[src/rtl/axi4stream_input_buffer.sv]
// Deserializes NUM_PACKETS AXI4-Stream beats (LSB-first) into one word; valid the cycle after the last beat.
// Backpressure: tready is held low while a word waits, so the source stalls until output_buffer_ready.
module axi4stream_input_buffer #(
   parameter int AXI_WIDTH         = 8,
   parameter int BUFFER_WIDTH      = 35,
   parameter int NUM_PACKETS       = 5,
   parameter int LAST_PACKET_WIDTH = 3
) (
   input  logic                    aclk,
   input  logic                    areset,
   input  logic [AXI_WIDTH-1:0]    tdata,
   input  logic                    tvalid,
   input  logic                    tlast,
   output logic                    tready,
   output logic [BUFFER_WIDTH-1:0] output_buffer,
   output logic                    output_buffer_valid,
   input  logic                    output_buffer_ready,
   output logic                    frame_error
);

   localparam int CNT_W = $clog2(NUM_PACKETS);
   localparam logic [CNT_W-1:0] LAST_CNT = CNT_W'(NUM_PACKETS - 1);

   typedef enum logic [1:0] {
      COLLECT = 2'd0,
      FULL    = 2'd1,
      DISCARD = 2'd2
   } state_t;

   state_t                  state, state_nxt;
   logic [CNT_W-1:0]        beat_count, count_nxt;
   logic [BUFFER_WIDTH-1:0] buf_nxt;
   logic                    err_nxt;
   logic                    accept;

   assign accept = tvalid && tready;

   always_ff @(posedge aclk) begin
      if (areset) begin
         state               <= COLLECT;
         beat_count          <= '0;
         tready              <= 1'b0;
         output_buffer       <= '0;
         output_buffer_valid <= 1'b0;
         frame_error         <= 1'b0;
      end else begin
         state               <= state_nxt;
         beat_count          <= count_nxt;
         tready              <= (state_nxt != FULL);
         output_buffer       <= buf_nxt;
         output_buffer_valid <= (state_nxt == FULL);
         frame_error         <= err_nxt;
      end
   end

   always_comb begin
      state_nxt = state;
      count_nxt = beat_count;
      buf_nxt   = output_buffer;
      err_nxt   = 1'b0;
      case (state)
         COLLECT: begin
            if (accept) begin
               if (beat_count == LAST_CNT) begin
                  count_nxt = '0;
                  if (tlast) begin
                     // Final beat only carries LAST_PACKET_WIDTH meaningful bits.
                     buf_nxt[BUFFER_WIDTH-1 -: LAST_PACKET_WIDTH] = tdata[LAST_PACKET_WIDTH-1:0];
                     state_nxt = FULL;
                  end else begin
                     err_nxt   = 1'b1;
                     state_nxt = DISCARD;
                  end
               end else if (tlast) begin
                  err_nxt   = 1'b1;
                  count_nxt = '0;
               end else begin
                  for (int k = 0; k < NUM_PACKETS - 1; k++) begin
                     if (beat_count == CNT_W'(k)) begin
                        buf_nxt[k*AXI_WIDTH +: AXI_WIDTH] = tdata;
                     end
                  end
                  count_nxt = beat_count + 1'b1;
               end
            end
         end
         FULL: begin
            if (output_buffer_ready) begin
               state_nxt = COLLECT;
            end
         end
         DISCARD: begin
            // Drop beats until the source's own frame boundary to regain alignment.
            if (accept && tlast) begin
               state_nxt = COLLECT;
               count_nxt = '0;
            end
         end
         default: begin
            state_nxt = COLLECT;
            count_nxt = '0;
         end
      endcase
   end

endmodule

[config.mk]
export PLATFORM = sky130hd
export DESIGN_NAME = axi4stream_input_buffer
export DESIGN_NICKNAME = d
export VERILOG_FILES = /design/src/rtl/axi4stream_input_buffer.sv
export SDC_FILE = /design/constraint.sdc
export NUM_CORES = 1
export LEC_CHECK = 0
export BUFFER_PORTS_ARGS = -buffer_cell sky130_fd_sc_hd__buf_2
export CAP_MARGIN = 5
export CORE_MARGIN = 5
export CORE_UTILIZATION = 45
export DETAILED_ROUTE_END_ITERATION = 10
export PLACE_DENSITY = 0.75
export SLEW_MARGIN = 20
export SYNTH_ARGS = -nofsm -noshare
export SYNTH_HDL_FRONTEND = slang
export SYNTH_SLANG_ARGS = --single-unit
export TNS_END_PERCENT = 5
[constraint.sdc]
create_clock -name aclk -period 2.6 [get_ports aclk]
set_input_delay 0 -clock aclk [delete_from_list [all_inputs] [get_ports aclk]]
set_output_delay 0 -clock aclk [all_outputs]
set_load 0.05 [all_outputs]
### Word level (Yosys, flattened, before mapping)

Cells that the tools add are included.

* input bits: 13
* register bits after elaboration: 43
* output and inout bits: 38
* logic and storage cells: 51

* bitwise operators: 5
* $add $sub $neg: 1
* muxes and demuxes: 14
* reduce and logical (&&, ||, !) cells: 11
* eq/ne operators: 10

Operators by type and width (number)
* 5-bit AND reduction: 4
* 3-bit two-way mux: 4
* 2-bit two-way mux: 5
* 3-bit case mux with 3 select lines: 1
* 3-bit by 2-bit == test with 1-bit output, second input constant: 2
* 2-bit case mux with 3 select lines: 1
* 1-bit inverter: 5
* 2-bit by 1-bit == test with 1-bit output, second input constant: 2
* 2-bit != test, second input constant: 2
* 4-bit AND reduction: 1
* 3-bit by 1-bit adder with 3-bit output, second input constant: 1
* 3-bit by 1-bit == test with 1-bit output, second input constant: 1
* 3-bit == test, second input constant: 1
* 3-bit zero test: 1
* 1-bit two-way mux: 3
* 3-bit AND reduction: 1
* 3-bit OR reduction: 1
* 2-bit == test, second input constant: 1
* 1-bit logical AND: 2
* 2-bit zero test: 1
* 2-bit by 1-bit != test with 1-bit output, second input constant: 1

### Logic depth before layout (Yosys ltp)

* depth in word-level cells: 5
* depth in mapped cells: 7
* gate-level depth less buffers: 6

### Worst setup path before layout

OpenSTA, ideal clock, no wires.

* path kind: register to register
* from: register beat_count[0]
* to: register output_buffer[24]
* data required time: 2.528 ns
* setup slack: 0.808 ns
* cell stages (with the launch flop): 8
* arrival: 1.720 ns
* path buffers: 1
* library setup time: 0.072 ns
* clock period less this slack: 1.792 ns
* cell sequence: dfxtp_1 > inv_1 > ha_1 > nand2_1 > ha_1 > and3_4 > buf_8 > mux2i_1

* word-level cells in the longest chain between the ends: 3
* elaborated cells between the ends (all ways): 4
* classes of those cells: eq/ne (2); bitwise (1); reduce/logical (1)

RTL lines
* from (decl): line 31 `logic [CNT_W-1:0] beat_count, count_nxt;`
* from (signal assigned): line 48 `beat_count <= count_nxt;`
* 3-bit == test: line 64 `if (beat_count == LAST_CNT) begin`
* 1-bit inverter (no source line)
* 5-bit AND reduction (no source line) *
* to (signal assigned): line 50 `output_buffer <= buf_nxt;`
* to (decl): line 15 `output logic [BUFFER_WIDTH-1:0] output_buffer,`

Every way passes the cells marked *; elsewhere a longest branch is shown, timed or not.
A chain may end at the register's enable or synchronous reset.

### Worst setup path in the final report

Same ends and word-level chain as after synthesis.

==> flow_summary.toml <==
[status]
status = "complete, no violations"

[setup_path]
crit_path_frequent_cell = "ha_1"
cp_max_fo = 6
path_class = "reg -> reg"
path_cells = "inv_1 > ha_1 > nand2_1 > ha_1 > and3_4 > mux2i_1"
crit_cells = 6
cpPeakStageDelay_ns = 0.41
r2r_start = "beat_count[0]$_SDFFE_PP0P_"
startpoint = "beat_count[0]$_SDFFE_PP0P_"
r2r_cells = 6
critPathLaunchType = "flop"
crit_path_end_kind = "flop"
cp_slowest_cell = "dfxtp_1"
crit_required_ns = 2.83
arrival_ns = 2.19
reg2reg_to = "output_buffer[24]$_SDFFE_PP0P_"
cp_top_family = "adder cells"
path_buf_inv = 1
r2r_setup_slack_ns = 0.64

[synthesis]
synth-simple-area-share_pct = 25.9
synthCells = 174
synth_edf_count = 0
synthXorXnorAreaFrac_pct = 0
synth-compound-area-share_pct = 3.59
synth_fp_nets = 193
yosysTopAreaCellShare_pct = 44.9
synthFlopType = "dfxtp_1"
netlist_area_mm2 = 0.00192
yosysTopAreaCell = "dfxtp_1"
ys_ff_latch = 43
yosysUniqueCellTypes = 26
muxShareOfSynthArea_pct = 18.3
async_reset_ff_share_pct = 0
synthAdderAreaFrac_pct = 3.92
avgSynthCellArea_um2 = 11.0
synthTopCellsByArea = "dfxtp_1 45%, mux2i_1 18%, nand2b_1 14%"
synth_top_family_by_area = "simple AND/OR/NAND/NOR gates"
synth_common_cells = "43 x dfxtp_1, 43 x nand2b_1, 35 x mux2i_1"
ys_warn_count = 0
ys_seq_area_share_pct = 44.9

[floorplanning]
num_rows = 23
core_mm2 = 0.00406
dieArea_mm2 = 0.00566
die-width_um = 75.2
start_util_pct = 47.2
io-pin-count = 51
die_h_um = 75.2

[clocking]
ctsRootBufferMaster = "clkbuf_8"
cts_tree = "built"
cts_setup_buffers = 0
cts.reportedPaths.clkPinSlew_ns = 0.08
cts_buffers = 5
ctsHoldBuffers = 1
clk_latency_ns = 0.30
cts.sinks = 43
htree_levels = 2
cts_resized = 0
clockBufferDepth = 2

[timing]
slew_headroom_pct = 54.7
clock_skew_ns = 0.00735
worst_pin_slew_ns = 0.680
fin_setup_tns_ns = 0
setup_viol_count_final = 0
setup_ws_ns = 0.638
fin_crit_ns = 1.96
slew_violations = 0
period_share_pct = 75.5
fmax_ghz = 0.510
hold_violations = 0
rsz0062_at_grt = "no"

[power_and_ir_drop]
p_leak_nw = 1.15
swShare_pct = 23.4
pwr-share-comb_pct = 7.9
p_switching_uw = 302
p_int_uw = 990
power.density_mw_per_mm2 = 559
p_seq_share_pct = 51.9
peakVddDrop_mv = 0.267
clkPwrFrac_pct = 40.3

[min_path]
whs_endpoint = "output_buffer[21]$_SDFFE_PP0P_"
hp-class = "in -> reg"
hp-start = "tdata[5]"
hold_depth = 3

[place]
place_ws_ns = 0.645
place.gp.congestion = 0.831
io_buffer_count = 50
hpwl_um = 2710
dp_cells = 267

[global_routing]
busiest_layer = "met2"
grt_pass1_wl_um = 6420
met2_usage_pct = 23.6
first_global_vias = 1368
use_met1_pct = 18.8
antenna_found_initial = 0
use_met3_pct = 4.67
overflow = 0
grt_max_degree = 56
grt.total_usage_pct = 14.9

[cells_and_area]
drive_gt1_share_pct = 30.1
area_growth_pct = 20.6
nets = 244
diodes = 0
instances_no_fill = 276
final_util_pct = 56.9

[detailed_routing]
vias_per_cell = 4.93
routed_wl_um = 3840
drt_iter0_drc = 77
wl_per_cell_um = 13.9
route.detailed.drc = 0
dr_total_vias = 1362
first_pass_iters = 4
antenna_left = 0

[run]
max_cap_viol_count = 0
==> sequential cells by signal, indices dropped and copies added (netlist names) <==
register             flops
frame_error              1
state                    2
output_buffer           35
beat_count               3
output_buffer_valid      1
tready                   1
==> per-stage QoR <==
| step | total power [mW] | hold WS [ns] | instance area [um2] |
|---|---|---|---|
| 2_1_floorplan | 0.761 | 0.189 | 1920 |
| 3_3_place_gp | 0.786 | 0.294 | 2190 |
| 3_5_place_dp | 0.786 | 0.303 | 2190 |
| 4_1_cts | 1.31 | 0.0378 | 2310 |
| 5_1_grt | 1.34 | 0.0646 | 2310 |
| 6_report | 1.29 | 0.0421 | 2310 |
==> layer usage <==
metal	up-vias	routed length (um)
li1	695	-
met1	634	1720
met5	-	0
met2	28	1820
met3	5	237
met4	0	59
==> worst max-delay path by stage <==
| stage | to | slack (ns) |
|---|---|---|
| floorplan | output_buffer[24]$_SDFFE_PP0P_ | 0.81 |
| global placement | output_buffer[10]$_SDFFE_PP0P_ | 0.72 |
| detailed placement | output_buffer[24]$_SDFFE_PP0P_ | 0.65 |
| CTS | output_buffer[24]$_SDFFE_PP0P_ | 0.63 |
| global route | output_buffer[27]$_SDFFE_PP0P_ | 0.49 |
| finish | output_buffer[24]$_SDFFE_PP0P_ | 0.64 |
==> area by class of cell <==
class	instances	area (um2)
Clock buffer	5	68.8
Clock inverter	3	43.8
Fill cell	350	1750
Inverter	4	15.0
Multi-Input combinational cell	119	991
Sequential cell	43	861
Tap cell	50	62.6
Timing Repair Buffer	52	268
==> placed cells by master, fill, tap and decap left out, drive strengths merged <==
cell type	Yosys	final
clkinv	0	2
o21ba	2	2
inv	4	4
nor3b	4	4
o211ai	2	2
buf	2	51
nor3	1	1
dlygate4sd3	0	1
a211oi	1	1
nand3b	3	3
nor2	2	2
and3	1	1
bufinv	0	1
o221a	1	1
nor4bb	1	1
clkbuf	6	5
nand2	3	3
ha	6	6
mux2i	35	35
nand2b	43	43
dfxtp	43	43
and3b	1	1
o21ai	3	3
nand3	3	3
nand4	4	4
nor2b	3	3
==> power groups by stage <==
stage | sequential (mW) | clock, mW | combinational (mW)
after floorplan | 0.708 | 0 | 0.0534
after global placement | 0.685 | 0 | 0.100
after detailed placement | 0.685 | 0 | 0.101
after CTS | 0.670 | 0.534 | 0.102
after global routing | 0.671 | 0.559 | 0.109
final | 0.670 | 0.520 | 0.101
==> worst reg2reg max path, stage by stage (launching register included) <==
cell     delay (ns)
dfxtp_1        0.41
inv_1          0.09
ha_1           0.28
nand2_1        0.17
ha_1           0.39
and3_4         0.34
mux2i_1        0.21
==> kinds of logic (layout without fill, tap and decap cells) <==
logic type	count (synthesis)	in the layout
AND/OR/NAND/NOR	69	69
multiplexers	35	35
adder cells (fa/ha/maj)	6	6
buffers and inverters	12	64
AO/OA/AOI/OAI	9	9
flip-flops	43	43
Note: power is estimated with default switching activity, not from simulation.
